**src/rtl/core_ctrl_fsm.sv**
```systemverilog
// Multi-cycle sequencing controller for the RV32I datapath: fetch, decode, data access, trap.
// Optional handshake watchdog is built when CTRL_WDOG_EN is defined.
module core_ctrl_fsm #(
  parameter int WDOG_CYCLES = 16
) (
  input  logic        clk,
  input  logic        reset,
  output logic        imem_req,
  input  logic        imem_ready,
  input  logic [31:0] imem_rdata,
  output logic [31:0] Instr,
  input  logic        zero,
  output logic        dmem_req,
  output logic        dmem_we,
  input  logic        dmem_ready,
  output logic        pc_en,
  output logic        pcsrc,
  output logic        ALUSrc,
  output logic        reg_write,
  output logic [1:0]  ResultSrc,
  output logic [1:0]  ImmSrc,
  output logic [3:0]  ALUCtrl,
  output logic        illegal,
  output logic        timeout,
  output logic [31:0] instret
);
  // state | meaning
  // FETCH | request instruction, latch it on imem_ready
  // EXEC  | decode Instr, retire ALU/branch/jal, or hand off to MEM
  // MEM   | hold address controls until dmem_ready, then retire lw/sw
  // TRAP  | unsupported encoding or watchdog expiry; wait for reset
  typedef enum logic [1:0] {S_FETCH, S_EXEC, S_MEM, S_TRAP} state_t;

  localparam logic [6:0] OP_R   = 7'b0110011;
  localparam logic [6:0] OP_I   = 7'b0010011;
  localparam logic [6:0] OP_B   = 7'b1100011;
  localparam logic [6:0] OP_JAL = 7'b1101111;
  localparam logic [6:0] OP_LD  = 7'b0000011;
  localparam logic [6:0] OP_ST  = 7'b0100011;

  localparam logic [3:0] ALU_ADD  = 4'b0000;
  localparam logic [3:0] ALU_SUB  = 4'b0001;
  localparam logic [3:0] ALU_AND  = 4'b0010;
  localparam logic [3:0] ALU_OR   = 4'b0011;
  localparam logic [3:0] ALU_XOR  = 4'b0100;
  localparam logic [3:0] ALU_SLT  = 4'b0101;
  localparam logic [3:0] ALU_SLL  = 4'b0110;
  localparam logic [3:0] ALU_SRL  = 4'b0111;
  localparam logic [3:0] ALU_SRA  = 4'b1000;
  localparam logic [3:0] ALU_SLTU = 4'b1001;

  state_t      state_q, state_d;
  logic [31:0] instr_q, instret_q;
  logic        illegal_q, timeout_q;
  logic        instr_ld, set_illegal, set_timeout, wd_hit;
  logic [6:0]  opcode;
  logic [2:0]  funct3;
  logic        f7b5;
  logic        is_r, is_i, is_br, is_jal, is_lw, is_sw;
  logic [3:0]  alu_op;

  assign opcode = instr_q[6:0];
  assign funct3 = instr_q[14:12];
  assign f7b5   = instr_q[30];

  assign is_r   = (opcode == OP_R);
  assign is_i   = (opcode == OP_I);
  assign is_br  = (opcode == OP_B) && (funct3[2:1] == 2'b00);
  assign is_jal = (opcode == OP_JAL);
  assign is_lw  = (opcode == OP_LD) && (funct3 == 3'b010);
  assign is_sw  = (opcode == OP_ST) && (funct3 == 3'b010);

  // funct7[5] only distinguishes SUB for R-type; shifts honour it in both formats
  always_comb begin
    alu_op = ALU_ADD;
    case (funct3)
      3'b000:  alu_op = (is_r && f7b5) ? ALU_SUB : ALU_ADD;
      3'b001:  alu_op = ALU_SLL;
      3'b010:  alu_op = ALU_SLT;
      3'b011:  alu_op = ALU_SLTU;
      3'b100:  alu_op = ALU_XOR;
      3'b101:  alu_op = f7b5 ? ALU_SRA : ALU_SRL;
      3'b110:  alu_op = ALU_OR;
      default: alu_op = ALU_AND;
    endcase
  end

  always_comb begin
    state_d     = state_q;
    imem_req    = 1'b0;
    dmem_req    = 1'b0;
    dmem_we     = 1'b0;
    pc_en       = 1'b0;
    pcsrc       = 1'b0;
    ALUSrc      = 1'b0;
    reg_write   = 1'b0;
    ResultSrc   = 2'b00;
    ImmSrc      = 2'b00;
    ALUCtrl     = ALU_ADD;
    instr_ld    = 1'b0;
    set_illegal = 1'b0;
    set_timeout = 1'b0;
    case (state_q)
      S_FETCH: begin
        imem_req = 1'b1;
        if (wd_hit) begin
          set_timeout = 1'b1;
          state_d     = S_TRAP;
        end else if (imem_ready) begin
          instr_ld = 1'b1;
          state_d  = S_EXEC;
        end
      end
      S_EXEC: begin
        if (is_r) begin
          reg_write = 1'b1;
          ALUCtrl   = alu_op;
          pc_en     = 1'b1;
          state_d   = S_FETCH;
        end else if (is_i) begin
          ALUSrc    = 1'b1;
          reg_write = 1'b1;
          ALUCtrl   = alu_op;
          pc_en     = 1'b1;
          state_d   = S_FETCH;
        end else if (is_br) begin
          ImmSrc  = 2'b10;
          ALUCtrl = ALU_SUB;
          pcsrc   = zero ^ funct3[0];
          pc_en   = 1'b1;
          state_d = S_FETCH;
        end else if (is_jal) begin
          ImmSrc    = 2'b11;
          pcsrc     = 1'b1;
          reg_write = 1'b1;
          ResultSrc = 2'b10;
          pc_en     = 1'b1;
          state_d   = S_FETCH;
        end else if (is_lw || is_sw) begin
          ALUSrc  = 1'b1;
          ImmSrc  = is_sw ? 2'b01 : 2'b00;
          state_d = S_MEM;
        end else begin
          set_illegal = 1'b1;
          state_d     = S_TRAP;
        end
      end
      S_MEM: begin
        ALUSrc   = 1'b1;
        ImmSrc   = is_sw ? 2'b01 : 2'b00;
        dmem_req = 1'b1;
        dmem_we  = is_sw;
        if (wd_hit) begin
          set_timeout = 1'b1;
          state_d     = S_TRAP;
        end else if (dmem_ready) begin
          pc_en   = 1'b1;
          state_d = S_FETCH;
          if (is_lw) begin
            reg_write = 1'b1;
            ResultSrc = 2'b01;
          end
        end
      end
      default: ;
    endcase
    // reset aborts any handshake in flight within the same cycle
    if (reset) begin
      state_d     = S_FETCH;
      imem_req    = 1'b0;
      dmem_req    = 1'b0;
      dmem_we     = 1'b0;
      pc_en       = 1'b0;
      pcsrc       = 1'b0;
      ALUSrc      = 1'b0;
      reg_write   = 1'b0;
      ResultSrc   = 2'b00;
      ImmSrc      = 2'b00;
      ALUCtrl     = ALU_ADD;
      instr_ld    = 1'b0;
      set_illegal = 1'b0;
      set_timeout = 1'b0;
    end
  end

  always_ff @(posedge clk) begin
    if (reset) begin
      state_q   <= S_FETCH;
      instr_q   <= 32'h0000_0013;
      instret_q <= '0;
      illegal_q <= 1'b0;
      timeout_q <= 1'b0;
    end else begin
      state_q <= state_d;
      if (instr_ld)    instr_q   <= imem_rdata;
      if (pc_en)       instret_q <= instret_q + 32'd1;
      if (set_illegal) illegal_q <= 1'b1;
      if (set_timeout) timeout_q <= 1'b1;
    end
  end

`ifdef CTRL_WDOG_EN
  localparam int CW = $clog2(WDOG_CYCLES + 1);
  localparam logic [CW-1:0] WD_LIM = CW'(WDOG_CYCLES);
  logic [CW-1:0] wd_cnt;

  assign wd_hit = ((state_q == S_FETCH) || (state_q == S_MEM)) && (wd_cnt == WD_LIM);

  always_ff @(posedge clk) begin
    if (reset || (state_d != state_q))
      wd_cnt <= '0;
    else if ((imem_req && !imem_ready) || (dmem_req && !dmem_ready))
      wd_cnt <= wd_cnt + 1'b1;
  end
`else
  assign wd_hit = 1'b0;
`endif

  assign Instr   = instr_q;
  assign instret = instret_q;
  assign illegal = illegal_q & ~reset;
  assign timeout = timeout_q & ~reset;
endmodule

```
**config.mk**
```make
export PLATFORM = sky130hd
export DESIGN_NAME = core_ctrl_fsm
export DESIGN_NICKNAME = d
export VERILOG_FILES = /design/src/rtl/core_ctrl_fsm.sv
export SDC_FILE = /design/constraint.sdc
export NUM_CORES = 1
export LEC_CHECK = 0
export BUFFER_PORTS_ARGS = -buffer_cell sky130_fd_sc_hd__buf_2
export CORE_ASPECT_RATIO = 0.8
export CORE_MARGIN = 2
export CORE_UTILIZATION = 34
export CTS_BUF_LIST = sky130_fd_sc_hd__clkbuf_4 sky130_fd_sc_hd__clkbuf_8 sky130_fd_sc_hd__clkbuf_16
export DETAILED_ROUTE_END_ITERATION = 12
export SETUP_SLACK_MARGIN = 0.02
export SYNTH_ARGS = -nofsm -noshare
export SYNTH_HDL_FRONTEND = slang
export SYNTH_SLANG_ARGS = --single-unit
export TNS_END_PERCENT = 100
```
**constraint.sdc**
```tcl
create_clock -name clk -period 2.15 [get_ports clk]
set_input_delay 0.1075 -clock clk [delete_from_list [all_inputs] [get_ports clk]]
set_output_delay 0.1075 -clock clk [all_outputs]
set_load 0.05 [all_outputs]
```
==> results of run 1 <==
## metrics by stage
step | cells | worst slack, ps | utilization [%]
6_report | 737 | 21.4 | 54.2
5_1_grt | 737 | -69.0 | 54.2
4_1_cts | 730 | 11.7 | 52.6
3_5_place_dp | 680 | 6.52 | 45.5
3_3_place_gp | 680 | 95.9 | 45.5
2_1_floorplan | 422 | -213 | -
## flip-flops by register name, indices dropped and copies added (netlist names)
name / flops
instret: 32
Instr: 32
state_q: 2
illegal_q: 1
## Yosys cell counts (2+ instances only)
library cell / instances
dfxtp_1: 67
nand2_1: 57
o21ai_0: 40
nand2b_1: 32
nor2_1: 30
a21oi_1: 27
clkbuf_1: 19
nand3_1: 12
xnor2_1: 12
inv_1: 9
o31ai_1: 8
or3_1: 8
a211oi_1: 7
and2_1: 7
nand4_1: 6
nor2b_1: 6
or4_1: 6
ha_1: 5
and3_1: 4
and4_1: 4
xor2_1: 4
a2111oi_0: 3
a31oi_1: 3
buf_2: 3
nor3_1: 3
o2111ai_1: 3
o211ai_1: 3
or2_0: 3
a21o_1: 2
nor4b_1: 2
or2_2: 2
or4b_2: 2
## layer usage
layer / part of all wire (%) / vias up / wire, um / GRT usage, %
met1: 48 / 1679 / 5100 / 26.1
li1: - / 1838 / - / -
met3: 5.2 / 6 / 549 / 5.38
met5: 0 / - / 0 / 0
met2: 46 / 88 / 4870 / 31.9
met4: 1.1 / 0 / 115 / 5.85
## cell type report
class                           instances  area [um2]
Sequential cell                        67        1380
Inverter                                9        36.3
Multi-Input combinational cell        323        2100
Clock buffer                           15         312
Fill cell                             932        4440
Timing Repair Buffer                  187        1250
Tap cell                              136         170
## worst register-to-register path: stages, from the launching register on
cell and delay, ps:
dfxtp_4 370, inv_4 80, ha_4 130, a21o_1 140
nand4_1 210, a21o_4 280, buf_4 130, or4_1 460
a21oi_1 160
## cells by family (layout without fill, tap and decap cells)
logic type,after synthesis,count (layout)
other cells,1,1
compound gates,106,107
fa+ha+maj,5,5
buf+inv,33,211
mux,2,2
simple gates,192,192
flops,67,67
xor+xnor,16,16
## power groups by stage
stage	Combinational [mW]	Sequential, mW	Clock (mW)
2_1_floorplan	0.384	1.64	0
3_3_place_gp	0.850	1.42	0
3_5_place_dp	0.856	1.42	0
4_1_cts	0.927	1.39	1.56
5_1_grt	1.03	1.42	1.60
6_report	0.963	1.40	1.52
## worst paths after layout
check                     end  slack (ps)  depth (start not counted)
setup / recovery    reg_write          20                          5
hold / removal      Instr[27]           2                          3
setup reg to reg  instret[27]         110                          8
hold reg to reg     Instr[11]         470                          2
## what timing repair did
action                     in CTS  in global routing
gates cloned                    0                  1
pin swaps                       3                  7
hold buffers                   31                  0
buffers inserted                4                  6
setup endpoints to repair       8                 22
hold endpoints to repair       31                  0
resized for setup              12                 26
==> summary.txt, run 1 <==
Worst-path clk slew - 50 ps
Compound-gate portion of the synthesized area - 19.2%
Num CTS Buffers - 9
Cell count after synthesis - 422
Min cycle time layout - 2130 ps
1st-iter DRT viols - 176
Ant. Diodes - 0
Synth Area in Simple Gates - 30.5%
Yosys Warn Count - 0
I/O pin count - 118
Seq cells post-synth - 67
Drt first pass iters - 4
Final Skew - 5.59 ps
Max Cap Viol - 0
Logic pwr share - 24.8%
CTS HTree Levels - 3
Largest stage delay, worst path - 540 ps
Max Clk Rate - 470 MHz
Status - finished, final reports clean
Avg Cell Area, Syn - 8.05 um2
Top post-synthesis cells by area - dfxtp_1 39%, nand2_1 6.3%, nand2b_1 5.9%, o21ai_0 5.9%, a21oi_1 4.0%
Largest family of logic cells by synthesized area - simple AND/OR/NAND/NOR gates
Min-delay src - imem_rdata[27]
Starting Density - 35.0%
Worst path top cell family by delay - simple AND/OR/NAND/NOR gates
Switching share of power - 31.8%
Post-synth EDFFs - 0
Most frequent cells in the layout - 108 x buf_2, 57 x nand2_1, 41 x dfxtp_1, 41 x buf_4, 40 x o21ai_0
Syn_nets - 464
Antenna Violating Nets Remaining - 0
Power density over cell area - 739 nW/um2
Crit start category - flip-flop
Die ar. - 10800 um2
P&R area growth vs syn - 54.5%
Layout cells sized above 1 - 38.1%
Total power - 3.88 mW
Tot GR Track Use - 19.9%
Gr ovfl total - 0
Vias - 3611
Vias per cell - 4.90
Port-buffer cells - 116
Max-slew violations - 0
Multiplexer share of the synthesized area - 0.626%
Placed cell area - 4410 um2
Int Power - 2.65 mW
WP buf/inv - 1
Flop pwr share - 36.2%
Vias in the first global route - 3388
Sequential area share after synthesis - 39.5%
Adder-Cell Fraction of Synth Area - 1.84%
CP startpoint - Instr[12]
Detailed Place HPWL - 7.44 mm
Die width - 116 um
Crit end category - primary output
CTS tree - built
RSZ-0062 raised after global routing - true
Final hold viol count - 0
Critical path data required time - 2040 ps
Mapped cell area - 3400 um2
Clock insertion delay at the later pin of the skew report - 330 ps
Post-synth top area cell - dfxtp_1
Site Rows - 32
Commonest non-fill, non-tap cell in the layout - buf_2
Switching Power - 1.23 mW
Final setup violation count - 0
R2r startpoint - state_q[0]
Synth unique cells - 55
Slowest cell on crit path - or4b_4
Post-Synth XOR/XNOR Area - 4.13%
Wire per inst - 14.4 um
# DRC - 0
Synth top area share - 39.5%
Fraction of registers with async set/reset - 0%
CTS root buf - clkbuf_16
Arr. time, crit path - 2020 ps
Design area - 5250 um2
Top_reg_cell synth - dfxtp_1
Core ar. - 9690 um2
Die Height - 93.4 um
First-pass GRT wire length - 16.8 mm
Fin crit share - 99.0%
Fin Setup TNS - 0 ps
Max VDD drop - 0.000551 V
Slew @ Worst Pin - 552 ps
Clk sinks - 67
CP Class - flip-flop to primary output
Pin count of the biggest net entering global routing - 62
Gpl congestion - 0.808
Crit path max fanout - 4
Routed Wire Length - 10.6 mm
Hold Path Class - input pin to flip-flop
Final nets - 639
Antenna violations before repair - 0
CP Cell Sequence - or4b_4 > nor3_4 > nor4b_4 > or2_4 > buf_8
Clock power share - 39.0%
Pleak - 2.16 nW
Hold_ws - 2.40 ps
Relative slew slack - 62.9%
Longest Clk Path Bufs - 2
Note: power is estimated with default switching activity, not from simulation.
==> run 2: changes to the inputs <==
Settings changed: CTS_BUF_LIST sky130_fd_sc_hd__clkbuf_4 sky130_fd_sc_hd__clkbuf_8 sky130_fd_sc_hd__clkbuf_16 to not set.
==> summary.txt, run 2 (synthesis results as in run 1) <==
Status - finished, final reports clean
Max-slew violations - 0
Vias in the first global route - 3391
Final hold viol count - 0
Pleak - 2.15 nW
Die Height - 93.4 um
Final nets - 639
Clk sinks - 67
Detailed Place HPWL - 7.44 mm
Max Cap Viol - 0
Vias - 3630
Worst r2r path cells - 7
Final Skew - 4.49 ps
Ant. Diodes - 0
Fin crit share - 99.0%
Most frequent cells in the layout - 108 x buf_2, 57 x nand2_1, 41 x dfxtp_1, 41 x buf_4, 40 x o21ai_0
CTS root buf - clkbuf_16
Total power - 3.85 mW
Antenna Violating Nets Remaining - 0
# DRC - 0
Worst Hold Path EP - Instr[27]
RSZ-0062 raised after global routing - true
Die width - 116 um
Min-delay src - imem_rdata[27]
Commonest non-fill, non-tap cell in the layout - buf_2
Slew @ Worst Pin - 552 ps
Arr. time, crit path - 2020 ps
Hold Path Class - input pin to flip-flop
Wire per inst - 14.5 um
I/O pin count - 118
Gpl congestion - 0.808
# fillers - 933
Power density over cell area - 735 nW/um2
Routed Wire Length - 10.7 mm
Worst path top cell family by delay - simple AND/OR/NAND/NOR gates
Crit path max fanout - 4
Critical path data required time - 2040 ps
Die ar. - 10800 um2
Largest stage delay, worst path - 540 ps
Gr ovfl total - 0
Worst-path clk slew - 60 ps
First-pass GRT wire length - 16.8 mm
Site Rows - 32
WP buf/inv - 1
Fin cells - 737
Fin Setup TNS - 0 ps
Tot GR Track Use - 19.9%
CTS HTree Levels - 3
Pin count of the biggest net entering global routing - 62
Layout cells sized above 1 - 37.6%
Longest Clk Path Bufs - 2
R2r startpoint - instret[0]
Dpl cells - 680
Max Clk Rate - 470 MHz
Starting Density - 35.0%
Worst r2r dst - instret[18]
Max VDD drop - 0.000553 V
Drt first pass iters - 4
Port-buffer cells - 116
Worst R2R Setup Slack - 120 ps
P&R area growth vs syn - 54.2%
Crit start category - flip-flop
CP Class - flip-flop to primary output
CTS tree - built
Min setup slack post-route - 21.3 ps
Num CTS Buffers - 9
Min cycle time layout - 2130 ps
Post-layout util - 54.0%
Antenna violations before repair - 0
Core ar. - 9690 um2
Vias per cell - 4.93
CP Cell Sequence - or4b_4 > nor3_4 > nor4b_4 > or2_4 > buf_8
Crit end category - primary output
1st-iter DRT viols - 189
Hold path depth - 3
Slowest cell on crit path - or4b_4
Clock insertion delay at the later pin of the skew report - 330 ps
Pre-CTS setup slack - 6.52 ps
Final setup violation count - 0
Relative slew slack - 62.9%
-- run 2: cell types whose count changed in the layout (fill, tap and decap cells not counted) --
cell | before | now
clkbuf_1 | 0 | 3
clkbuf_4 | 4 | 1
-- run 2: layout make-up --
cell class,count,area (um2),share of cell area [%]
multi-input combinational,323,2100,40.1
sequential,67,1380,26.4
timing repair buffer,187,1250,23.8
clock buffer,15,300,5.73
tap,136,170,3.25
inverter,9,36.3,0.693
-- run 2: stage by stage --
step / area (um2) / hold WS, ps
after CTS: 5080 / 1.07
after global routing: 5240 / 26.9
after global placement: 4410 / 300
final: 5240 / 0.926
after floorplan: 3530 / 206
after detailed placement: 4410 / 300
-- run 2: timing repair --
item | 4_1_cts | 5_1_grt
hold endpoints to repair | 31 | 0
pin swaps | 3 | 7
cloned | 0 | 1
buffers inserted | 4 | 6
resized for setup | 12 | 26
endpoints found under the setup margin | 8 | 22
hold buffers | 31 | 0
-- run 2: power breakdown --
| group | internal (mW) | leakage [nW] | total (mW) | switching (mW) |
|---|---|---|---|---|
| clock network | 0.948 | 0.146 | 1.48 | 0.534 |
| logic | 0.334 | 1.44 | 0.961 | 0.627 |
| registers | 1.33 | 0.558 | 1.40 | 0.0777 |
| total | 2.61 | 2.15 | 3.85 | 1.24 |
-- run 2: how the worst max path moves through the flow --
stage	from	endpoint	slack, ps	depth (start not counted)
after floorplan	Instr[12]	reg_write	-210	5
after global placement	state_q[0]	instret[11]	100	6
after global routing	Instr[12]	reg_write	-70	5
final	Instr[12]	reg_write	20	5
after detailed placement	state_q[0]	instret[11]	7	7
after CTS	state_q[0]	instret[29]	7	7
-- run 2: tightest hold or removal path, delay by kind of cell --
kind | cells | cell delay (ps)
AO/OA/AOI/OAI | 1 | 70
AND/OR/NAND/NOR | 1 | 30
buffers and inverters | 1 | 80
-- run 2: routing by layer --
metal / up-vias / share of wire [%] / routed length (um) / global-route usage [%]
met5: - / 0 / 0 / 0
met3: 8 / 5.1 / 543 / 5.38
met1: 1694 / 48 / 5110 / 26.1
li1: 1840 / - / - / -
met4: 0 / 1.2 / 130 / 5.85
met2: 88 / 46 / 4890 / 32.0
==> run 3: changes to the inputs <==
Settings changed: GPL_TIMING_DRIVEN set to 0.
==> summary.txt, run 3 (synthesis results as in run 1) <==
1st-iter DRT viols - 211
Worst r2r path cells - 6
Most frequent cells in the layout - 109 x buf_2, 56 x nand2_1, 40 x dfxtp_1
Gr ovfl total - 0
Pin count of the biggest net entering global routing - 13
Fin Setup TNS - 0 ps
Port-buffer cells - 116
Max Cap Viol - 0
Switching share of power - 34.8%
Max-slew violations - 0
Starting Density - 35.0%
Wire per inst - 15.5 um
Die Height - 93.4 um
Routed Wire Length - 11.5 mm
Pleak - 2.12 nW
Final hold viol count - 0
Die ar. - 10800 um2
Final Skew - 5.57 ps
Max VDD drop - 0.000372 V
Tot GR Track Use - 21.3%
Design area - 5230 um2
Vias per cell - 5.05
Crit start category - flip-flop
Crit end category - primary output
Slowest cell on crit path - or4b_4
Largest stage delay, worst path - 540 ps
CTS root buf - clkbuf_16
CTS HTree Levels - 3
Critical path data required time - 2040 ps
Worst-path clk slew - 60 ps
Post-layout util - 54.0%
Ant. Diodes - 0
RSZ-0062 raised after global routing - true
Worst r2r dst - instret[31]
Vias - 3760
Die width - 116 um
Total power - 3.75 mW
Gpl congestion - 0.821
Crit path max fanout - 4
Core ar. - 9690 um2
Int Power - 2.44 mW
Drt first pass iters - 5
Min-delay src - imem_rdata[17]
Relative slew slack - 59.6%
Placed cell area - 4280 um2
Fin crit share - 98.4%
P&R area growth vs syn - 53.9%
Antenna Violating Nets Remaining - 0
Clk sinks - 67
Logic pwr share - 26.7%
Final setup violation count - 0
Hold path depth - 3
Power density over cell area - 717 nW/um2
First-pass GRT wire length - 17.8 mm
Switching Power - 1.30 mW
Site Rows - 32
Layout cells sized above 1 - 37.2%
Detailed Place HPWL - 7.64 mm
# DRC - 0
Final nets - 645
Num CTS Buffers - 9
CP Class - flip-flop to primary output
Commonest non-fill, non-tap cell in the layout - buf_2
Slew @ Worst Pin - 606 ps
Vias in the first global route - 3496
Min cycle time layout - 2110 ps
Clock insertion delay at the later pin of the skew report - 330 ps
Clock power share - 35.7%
Max Clk Rate - 473 MHz
CTS tree - built
Worst R2R Setup Slack - 40 ps
CP Cell Sequence - or4b_4 > nor3_4 > nor4b_4 > or2_4 > buf_8
Flop pwr share - 37.5%
Arr. time, crit path - 2010 ps
Hold Path Class - input pin to flip-flop
Longest Clk Path Bufs - 2
Worst Hold Path EP - Instr[17]
Antenna violations before repair - 0
I/O pin count - 118
R2r startpoint - Instr[4]
Status - finished, final reports clean
run 3: metrics by stage:
| step | hold slack [ps] | cells | worst slack, ps |
|---|---|---|---|
| after floorplan | 206 | 422 | -213 |
| after detailed placement | 302 | 674 | -410 |
| after global routing | 47.3 | 744 | -41.5 |
| after CTS | 12.9 | 740 | -63.9 |
| after global placement | 297 | 674 | -367 |
| final | 31.0 | 744 | 35.1 |
run 3: layout make-up:
type	count	area, um2
fillers	937	4460
repair buffers	172	1120
clock inverters	5	31.3
multi-input cells	323	2150
clock buffers	11	233
well taps	136	170
plain buffers	21	92.6
flip-flops and latches	67	1390
inverters	9	38.8
run 3: worst max-delay path by stage:
stage                          start  slack [ps]           to  cells after the start
after floorplan            Instr[12]        -210    reg_write                      5
after global routing       Instr[14]         -40    reg_write                      5
after global placement    state_q[0]        -370  instret[31]                      8
after CTS                  Instr[14]         -60    reg_write                      5
after detailed placement  state_q[0]        -410  instret[31]                      8
final                      Instr[12]          40    reg_write                      5
run 3: metal layers:
metal,global-route usage [%],vias up,wire (um)
met3,4.99,13,645
met4,6.94,0,166
met5,0,-,0
met2,33.3,103,5300
li1,-,1857,-
met1,29.0,1787,5410
run 3: critical path, delay by kind of cell (launching register included):
family / cells / cell delay [ps]
and+or+nand+nor: 4 / 1190
DFF: 1 / 350
buffers and inverters: 1 / 140
run 3: power groups by stage:
stage / clock [mW] / combinational (mW) / sequential [mW]
final: 1.34 / 1.00 / 1.41
after global routing: 1.42 / 1.06 / 1.42
after CTS: 1.37 / 0.969 / 1.40
after detailed placement: 0 / 0.831 / 1.42
after global placement: 0 / 0.822 / 1.41
after floorplan: 0 / 0.384 / 1.64
run 3: repair_timing:
item | CTS | global route
resized for setup | 39 | 28
setup endpoints to repair | 33 | 29
hold buffers | 31 | 0
cloned | 1 | 0
setup buffers | 20 | 5
pin swaps | 11 | 11
hold endpoints to repair | 31 | 0
